File: src/rtl/mem_ctrl_pkg.sv
// Shared types and constants for the datapath memory controller.
// Address 16'hFFFF is the memory-mapped switch/display port.
package mem_ctrl_pkg;

  typedef enum logic [1:0] {
    IDLE   = 2'd0,
    ACCESS = 2'd1,
    DONE   = 2'd2
  } state_t;

  localparam logic [15:0] IO_ADDR = 16'hFFFF;
  localparam int          CNT_W   = 4;

endpackage

File: src/rtl/mem_ctrl.sv
// Memory controller between the datapath and an async SRAM, with a
// memory-mapped switch input / hex display register at IO_ADDR.
module mem_ctrl
  import mem_ctrl_pkg::*;
#(
  parameter int WAIT_CYCLES = 2
) (
  input  logic        Clk,
  input  logic        Reset_al,
  input  logic        MEM_REQ,
  input  logic        MEM_WE,
  input  logic [15:0] MAR,
  input  logic [15:0] MDR,
  input  logic [15:0] SW,
  input  logic [15:0] Data_from_SRAM,
  output logic [15:0] MDR_In,
  output logic        MEM_R,
  output logic [19:0] SRAM_ADDR,
  output logic        SRAM_CE_N,
  output logic        SRAM_OE_N,
  output logic        SRAM_WE_N,
  output logic [15:0] Data_to_SRAM,
  output logic [15:0] HEX_DATA
);

  localparam logic [CNT_W-1:0] CNT_INIT = CNT_W'(WAIT_CYCLES - 1);

  state_t           state;
  logic [CNT_W-1:0] cnt;
  logic [15:0]      addr_q;
  logic [15:0]      data_q;
  logic             we_q;

  logic is_io;
  logic in_access;
  logic sram_sel;

  assign is_io     = (addr_q == IO_ADDR);
  assign in_access = (state == ACCESS);
  assign sram_sel  = in_access && !is_io;

  // Everything below decodes only registered state, so the SRAM pins
  // never glitch with datapath inputs.
  assign MEM_R        = (state == DONE);
  assign SRAM_CE_N    = !sram_sel;
  assign SRAM_OE_N    = !(sram_sel && !we_q);
  assign SRAM_WE_N    = !(sram_sel && we_q);
  assign SRAM_ADDR    = {4'b0, addr_q};
  assign Data_to_SRAM = data_q;

  always_ff @(posedge Clk or negedge Reset_al) begin
    if (!Reset_al) begin
      state    <= IDLE;
      cnt      <= '0;
      addr_q   <= '0;
      data_q   <= '0;
      we_q     <= 1'b0;
      MDR_In   <= '0;
      HEX_DATA <= '0;
    end else begin
      case (state)
        IDLE: begin
          if (MEM_REQ) begin
            addr_q <= MAR;
            data_q <= MDR;
            we_q   <= MEM_WE;
            cnt    <= CNT_INIT;
            state  <= ACCESS;
          end
        end
        ACCESS: begin
          if (cnt == '0) begin
            state <= DONE;
            // Completion side effects land on the ACCESS-exit edge.
            if (!we_q)
              MDR_In <= is_io ? SW : Data_from_SRAM;
            else if (is_io)
              HEX_DATA <= data_q;
          end else begin
            cnt <= cnt - 1'b1;
          end
        end
        DONE:    state <= IDLE;
        default: state <= IDLE;
      endcase
    end
  end

endmodule

File: config.mk
export PLATFORM = sky130hd
export DESIGN_NAME = mem_ctrl
export DESIGN_NICKNAME = d
export VERILOG_FILES = /design/src/rtl/mem_ctrl_pkg.sv /design/src/rtl/mem_ctrl.sv
export SDC_FILE = /design/constraint.sdc
export NUM_CORES = 1
export LEC_CHECK = 0
export BUFFER_PORTS_ARGS = -buffer_cell sky130_fd_sc_hd__buf_4
export CAP_MARGIN = 20
export CELL_PAD_IN_SITES_DETAIL_PLACEMENT = 1
export CELL_PAD_IN_SITES_GLOBAL_PLACEMENT = 2
export CORE_MARGIN = 5
export CORE_UTILIZATION = 29
export DETAILED_ROUTE_END_ITERATION = 6
export GPL_TIMING_DRIVEN = 0
export PLACE_DENSITY_LB_ADDON = 0.1
export SYNTH_ARGS = -nofsm -noshare
export SYNTH_HDL_FRONTEND = slang
export SYNTH_SLANG_ARGS = --single-unit
File: constraint.sdc
create_clock -name Clk -period 2.55 [get_ports Clk]
set_input_delay 0.255 -clock Clk [delete_from_list [all_inputs] [get_ports Clk]]
set_output_delay 0.255 -clock Clk [all_outputs]
set_load 0.01 [all_outputs]
==> results of run 1 <==
## flip-flops by register name (all words and copies together), names as in the netlist
register and flops:
Data_to_SRAM 16, state 2, MDR_In 16, addr_q 16
HEX_DATA 16, we_q 1, cnt 4
## power groups by stage
stage / Combinational (W) / Sequential [W] / Clock, W
floorplan: 0.000740 / 0.00201 / 0
global placement: 0.00181 / 0.00187 / 0
detailed placement: 0.00184 / 0.00189 / 0
CTS: 0.00184 / 0.00187 / 0.00103
global route: 0.00197 / 0.00193 / 0.00109
finish: 0.00179 / 0.00186 / 0.000993
## layer usage
| layer | global-route usage, % | part of all wire (%) |
|---|---|---|
| met5 | 0 | 0 |
| met3 | 5.380 | 7.9 |
| met2 | 22.50 | 50 |
| met1 | 15.99 | 41 |
| met4 | 4.380 | 1.2 |
## metrics by stage
| stage | utilization [%] | power [W] | cells | setup WS (ns) | hold WS (ns) |
|---|---|---|---|---|---|
| after floorplan | - | 0.002747 | 220 | 0.6039 | -0.04059 |
| after global routing | 43.33 | 0.004988 | 507 | 0.08139 | 0.1158 |
| after CTS | 43.33 | 0.004747 | 507 | 0.2062 | 0.08104 |
| after global placement | 41.15 | 0.003683 | 491 | 0.4008 | 0.4671 |
| final | 43.33 | 0.004638 | 507 | 0.3210 | 0.03794 |
| after detailed placement | 41.15 | 0.003728 | 491 | 0.3810 | 0.4622 |
## final cells by class
class                   instances  area, um^2
repair buffers                135        1013
inverters                       3       11.26
flip-flops and latches         71        1777
plain buffers                  14       103.9
clock inverters                 7       97.59
multi-input cells             132        1116
well taps                     136       170.2
fillers                      1124        5772
clock buffers                   9       123.9
## worst max-delay path, cell delays in order, from the launching register on
cell and delay, ns:
dfrtp_1 0.38, nand4_1 0.13, nor4_1 0.32, buf_4 0.27, buf_4 0.25, nor2_1 0.09, nand2_1 0.08, buf_4 0.11
## how the worst min path moves through the flow
stage | start | to
after global placement | Reset_al | addr_q[4]$_DFFE_PN0P_
after floorplan | Reset_al | Data_to_SRAM[0]$_DFFE_PN0P_
after detailed placement | Reset_al | addr_q[3]$_DFFE_PN0P_
final | Reset_al | addr_q[4]$_DFFE_PN0P_
after CTS | Reset_al | addr_q[3]$_DFFE_PN0P_
after global routing | Reset_al | addr_q[4]$_DFFE_PN0P_
## placed cells by master (no fill, tap or decap), drive strengths merged
cell type	Yosys	layout
or3b	1	1
a21oi	17	17
nor3b	1	1
clkbuf	2	11
mux2i	16	16
mux2	50	50
nor4	1	1
clkinvlp	0	2
ha	2	2
nand2	1	1
nor2	22	22
dfrtp	71	71
inv	3	3
conb	1	4
nand4	4	4
buf	12	147
nand3	2	2
or3	1	1
nor3	3	3
and3	1	1
clkinv	0	3
bufinv	0	2
a21o	1	1
nand2b	1	1
xor2	2	2
nor2b	2	2
## logic make-up (layout without fill, tap and decap cells)
kind of cell,count (synthesis),in the layout,share of synthesized area [%]
AO/OA/AOI/OAI,18,18,3.090
XOR/XNOR,2,2,0.5847
adder cells (fa/ha/maj),2,2,0.8349
buffers and inverters,17,168,3.841
flip-flops,71,71,59.29
multiplexers,66,66,25.39
other,1,4,0.1251
AND/OR/NAND/NOR,40,40,6.848
==> summary.log, run 1 <==
INFO  timing         tightestPinTransition=0.9182ns
INFO  synth          netlist.area_leader.share=59.29%
INFO  synth          netlist-cell-type-count=29
INFO  clock_tree     cts_buffer_depth=2
INFO  worst_setup_path reg2reg_slack=0.40ns
INFO  route          total_wirelength=8.017mm
INFO  clock_tree     cts_tree=built
INFO  power_and_ir_drop switching_part_of_the_total_power=33.09%
INFO  final_layout   fin_nets=436
INFO  worst_hold_path timing.hold.worst.class=primary input to async pin
INFO  clock_tree     clock_sinks=71
INFO  synth          postSynthCellCount=217
INFO  power_and_ir_drop power.density_cell_area=1051nW/um^2
INFO  synth          synth.area.top_cells=dfrtp_1, mux2_2, mux2i_1
INFO  worst_setup_path worstRegToRegCells=8
INFO  worst_setup_path crit_fanout=10
INFO  worst_setup_path timing.critical_path.to_type=primary output
INFO  synth          seq_area_frac_synth=59.29%
INFO  route          number_of_drc_violations_after_detailed_routing=0
INFO  global_routing grtUsageTotal=13.52%
INFO  place          placement.io_buffers=135
INFO  power_and_ir_drop share_comb_of_total_power=38.5%
INFO  clock_tree     htreeDepth=3
INFO  worst_setup_path crit_type=flip-flop to primary output
INFO  clock_tree     cts_resized=0
INFO  floorplan      num_ports=140
INFO  clock_tree     cts_stage_hold_buffer_count=0
INFO  route          vias_per_cell=4.412
INFO  synth          post_synth.cell_area_avg=13.81um^2
INFO  global_routing antenna_found_initial=0
INFO  power_and_ir_drop power.net_switching=0.001535W
INFO  synth          ys_ff_latch=71
INFO  floorplan      starting_density=29.42%
INFO  worst_setup_path cp-start-kind=flip-flop
INFO  route          detailedRoute.firstPassIterationCount=3
INFO  synth          postSynth.asyncResetShare=100.0%
INFO  clock_tree     numCtsBuffers=9
INFO  timing         setup_repair_after_global_routing_missed_its_margin=false
INFO  route          wl_per_cell=15.81um
INFO  timing         final-hold-violation-count=0
INFO  timing         min_tclk_post_route=2.229ns
INFO  timing         drv_slew=0
INFO  timing         finalSetupTns=0ns
INFO  place          dpl-instance-area=4192um^2
INFO  worst_setup_path worst_setup_path_startpoint=addr_q[6]$_DFFE_PN0P_
INFO  timing         fin_worst_skew=0.01200ns
INFO  global_routing grt_pass1_wl=13.50mm
INFO  clock_tree     clockRootBuffer=clkbuf_8
INFO  timing         post-route-period-util=87.41%
INFO  place          gp_congestion=0.6992
INFO  route          total_via_count_after_detailed_routing=2237
INFO  synth          post-synth-top-area-cell=dfrtp_1
INFO  power_and_ir_drop power.internal=0.003103W
INFO  final_layout   post-route-cell-area=4413um^2
INFO  worst_setup_path cp_data_arrival_time=1.97ns
INFO  timing         max_clock_freq=448.6MHz
INFO  power_and_ir_drop power.share.clock=21.4%
INFO  worst_setup_path worst_setup_path_endpoint=SRAM_WE_N
INFO  route          ant_nets=0
INFO  final_layout   layout_cells_sized_above_1=58.49%
INFO  timing         max-slew-margin-rel=38.79%
INFO  worst_setup_path critical_path.reg2reg.endpoint=HEX_DATA[9]$_DFFE_PN0P_
INFO  power_and_ir_drop leakage_power_total=2.095nW
INFO  clock_tree     post_cts_buffers=0
INFO  floorplan      floorplan.die_area=12470um^2
INFO  global_routing grt_max_degree=72
INFO  floorplan      dieHeight=111.7um
INFO  global_routing first_global_vias=2554
INFO  power_and_ir_drop irDropWorstVdd=0.3229mV
INFO  clock_tree     clk_pin_slew=0.08ns
INFO  final_layout   insertedDiodeCount=0
INFO  synth          synth_enable_flop_cells=0
INFO  floorplan      design.core.area=10180um^2
INFO  floorplan      row_count=37
INFO  job            drv.max_cap_violation_count=0
INFO  synth          synth_flop_cell=dfrtp_1
INFO  final_layout   layout-area-overhead-vs-synth=47.27%
INFO  outcome        outcome=finished, final reports clean
INFO  synth          synth_most_common_cell=dfrtp_1
INFO  worst_setup_path worst_ep_required_time=2.30ns
INFO  clock_tree     clock_latency=0.34ns
INFO  place          detailedPlacementHpwl=6.039mm
INFO  global_routing grt_overflow_total=0
INFO  route          first_iter_violations=60
INFO  floorplan      chipWidth=111.7um
INFO  synth          synth-warning-count=0
INFO  synth          synth_area=2997um^2
INFO  timing         setup_viol=0
INFO  worst_setup_path r2r-start=cnt[0]$_DFFE_PN0P_
INFO  power_and_ir_drop sequentialPowerShare=40.1%
INFO  synth          synth.cells.most_frequent=dfrtp_1, mux2_2, nor2_1
Note: power is estimated with default switching activity, not from simulation.
==> run 2: changes to the inputs <==
Settings changed: PLACE_DENSITY set to 0.76, PLACE_DENSITY_LB_ADDON 0.1 to not set.
==> summary.log, run 2 (synthesis results as in run 1) <==
INFO  timing         finalSetupTns=0ns
INFO  worst_setup_path crit_type=flip-flop to primary output
INFO  worst_setup_path cp.buffers_inverters=3
INFO  worst_setup_path reg2reg_slack=0.44ns
INFO  clock_tree     cts_tree=built
INFO  global_routing first_global_vias=2527
INFO  clock_tree     clock_sinks=71
INFO  timing         drv_slew=0
INFO  final_layout   layout_cells_sized_above_1=58.76%
INFO  floorplan      design.core.area=10180um^2
INFO  timing         setup_repair_after_global_routing_missed_its_margin=false
INFO  place          detailedPlacementHpwl=6.146mm
INFO  worst_setup_path cpMostUsedCell=buf_4
INFO  final_layout   final_common_cell=buf_4
INFO  floorplan      row_count=37
INFO  worst_setup_path timing.critical_path.slowest_stage_cell=dfrtp_1
INFO  power_and_ir_drop leakage_power_total=2.110nW
INFO  clock_tree     clockRootBuffer=clkbuf_8
INFO  timing         fin_worst_skew=0.01286ns
INFO  worst_setup_path cp_slowest_stage_delay=0.37ns
INFO  worst_setup_path worst_path_cell_chain=nand4_1, nor4_2, buf_4, buf_4, nor2_1, nand2_1, buf_4
INFO  worst_setup_path r2r-start=cnt[0]$_DFFE_PN0P_
INFO  worst_setup_path cp-start-kind=flip-flop
INFO  job            drv.max_cap_violation_count=0
INFO  timing         min_tclk_post_route=2.307ns
INFO  worst_hold_path timing.hold.worst.class=primary input to async pin
INFO  worst_setup_path timing.critical_path.to_type=primary output
INFO  route          detailedRoute.firstPassIterationCount=4
INFO  place          placement.io_buffers=135
INFO  final_layout   fin_nets=436
INFO  power_and_ir_drop power.density_cell_area=1070nW/um^2
INFO  worst_setup_path critical_path.reg2reg.endpoint=HEX_DATA[14]$_DFFE_PN0P_
INFO  floorplan      dieHeight=111.7um
INFO  route          first_iter_violations=42
INFO  timing         final.hold.worst_slack=0.04605ns
INFO  route          vias_per_cell=4.391
INFO  worst_setup_path worst_ep_required_time=2.30ns
INFO  timing         max_clock_freq=433.5MHz
INFO  final_layout   most-common-layout-cells=buf_4, dfrtp_1, mux2_2
INFO  timing         max-slew-margin-rel=40.33%
INFO  outcome        outcome=finished, final reports clean
INFO  place          gp_congestion=0.7190
INFO  timing         final-hold-violation-count=0
INFO  floorplan      starting_density=29.42%
INFO  worst_setup_path worstRegToRegCells=8
INFO  route          total_via_count_after_detailed_routing=2226
INFO  global_routing grt_pass1_wl=13.07mm
INFO  floorplan      chipWidth=111.7um
INFO  timing         post-route-period-util=90.47%
INFO  final_layout   fin_util=43.61%
INFO  floorplan      num_ports=140
INFO  clock_tree     clock_latency=0.35ns
INFO  clock_tree     numCtsBuffers=9
INFO  global_routing grt_max_degree=72
INFO  route          total_wirelength=8.056mm
INFO  route          number_of_drc_violations_after_detailed_routing=0
INFO  timing         tightestPinTransition=0.8951ns
INFO  route          wl_per_cell=15.89um
INFO  global_routing antenna_found_initial=0
INFO  global_routing grt_overflow_total=0
INFO  global_routing grtUsageTotal=13.14%
INFO  clock_tree     htreeDepth=3
INFO  worst_setup_path cp_data_arrival_time=2.05ns
INFO  worst_setup_path timing.critical_path.max_delay_family=simple AND/OR/NAND/NOR gates
INFO  final_layout   insertedDiodeCount=0
INFO  floorplan      floorplan.die_area=12470um^2
INFO  clock_tree     clk_pin_slew=0.08ns
INFO  worst_setup_path crit_fanout=10
INFO  route          ant_nets=0
INFO  timing         setup_viol=0
INFO  clock_tree     cts_buffer_depth=2
INFO  final_layout   layout-area-overhead-vs-synth=48.23%
INFO  power_and_ir_drop irDropWorstVdd=0.4288mV
## run 2: cell count changes in the layout (fill, tap and decap cells not counted)
cell        delta
inv_6          +1
clkinvlp_4     -1
nor4_1         -1
nor4_2         +1
clkinv_4       -1
bufinv_16      +1
## run 2: worst reg2reg max path: cells and delay by family, from the launching register on
kind | cells | cell delay, ns
fa+ha+maj | 1 | 0.16
flops | 1 | 0.38
buf+inv | 3 | 0.42
simple gates | 3 | 0.74
mux | 1 | 0.31
## run 2: per-stage QoR
step	area [um^2]	setup WS (ns)	cells	power, W
after CTS	4436	0.1130	507	0.004849
after floorplan	3008	0.6039	220	0.002747
after global placement	4192	0.3984	491	0.003655
after detailed placement	4192	0.3772	491	0.003725
after global routing	4442	0.05872	507	0.005097
final	4442	0.2429	507	0.004751
## run 2: area by class of cell
class                      count  area (um^2)
buffer                        14        103.9
clock buffer                   9        123.9
clock inverter                 7        120.1
fill                        1128         5743
inverter                       3        11.26
multi-input combinational    132         1122
sequential                    71         1777
tap                          136        170.2
timing repair buffer         135         1013
## run 2: worst max path at each step
stage	start	cells after the start	end	slack (ns)
finish	addr_q[6]$_DFFE_PN0P_	7	SRAM_WE_N	0.24
global route	addr_q[5]$_DFFE_PN0P_	7	SRAM_CE_N	0.06
CTS	addr_q[5]$_DFFE_PN0P_	7	SRAM_WE_N	0.11
detailed placement	addr_q[5]$_DFFE_PN0P_	7	HEX_DATA[14]$_DFFE_PN0P_	0.38
global placement	addr_q[5]$_DFFE_PN0P_	7	HEX_DATA[14]$_DFFE_PN0P_	0.40
floorplan	cnt[0]$_DFFE_PN0P_	8	HEX_DATA[10]$_DFFE_PN0P_	0.60
## run 2: repair_timing
action                                  4_1_cts  5_1_grt
resized for setup                             0        1
hold buffers                                  0        0
setup buffers                                 0        0
endpoints found under the setup margin        0        2
## run 2: routing by layer
metal / global-route usage [%] / vias to the layer above / wire length [um] / part of all wire (%)
met1: 15.21 / 1095 / 3354 / 42
met5: 0 / - / 0 / 0
met2: 21.98 / 81 / 3957 / 49
met3: 6.359 / 6 / 685 / 8.5
met4: 3.163 / 0 / 59 / 0.73
li1: - / 1044 / - / -
## run 2: power by group
| group | internal (W) | switching, W |
|---|---|---|
| Combinational | 0.000998 | 0.000785 |
| Clock | 0.000653 | 0.000451 |
| Sequential | 0.00155 | 0.000310 |
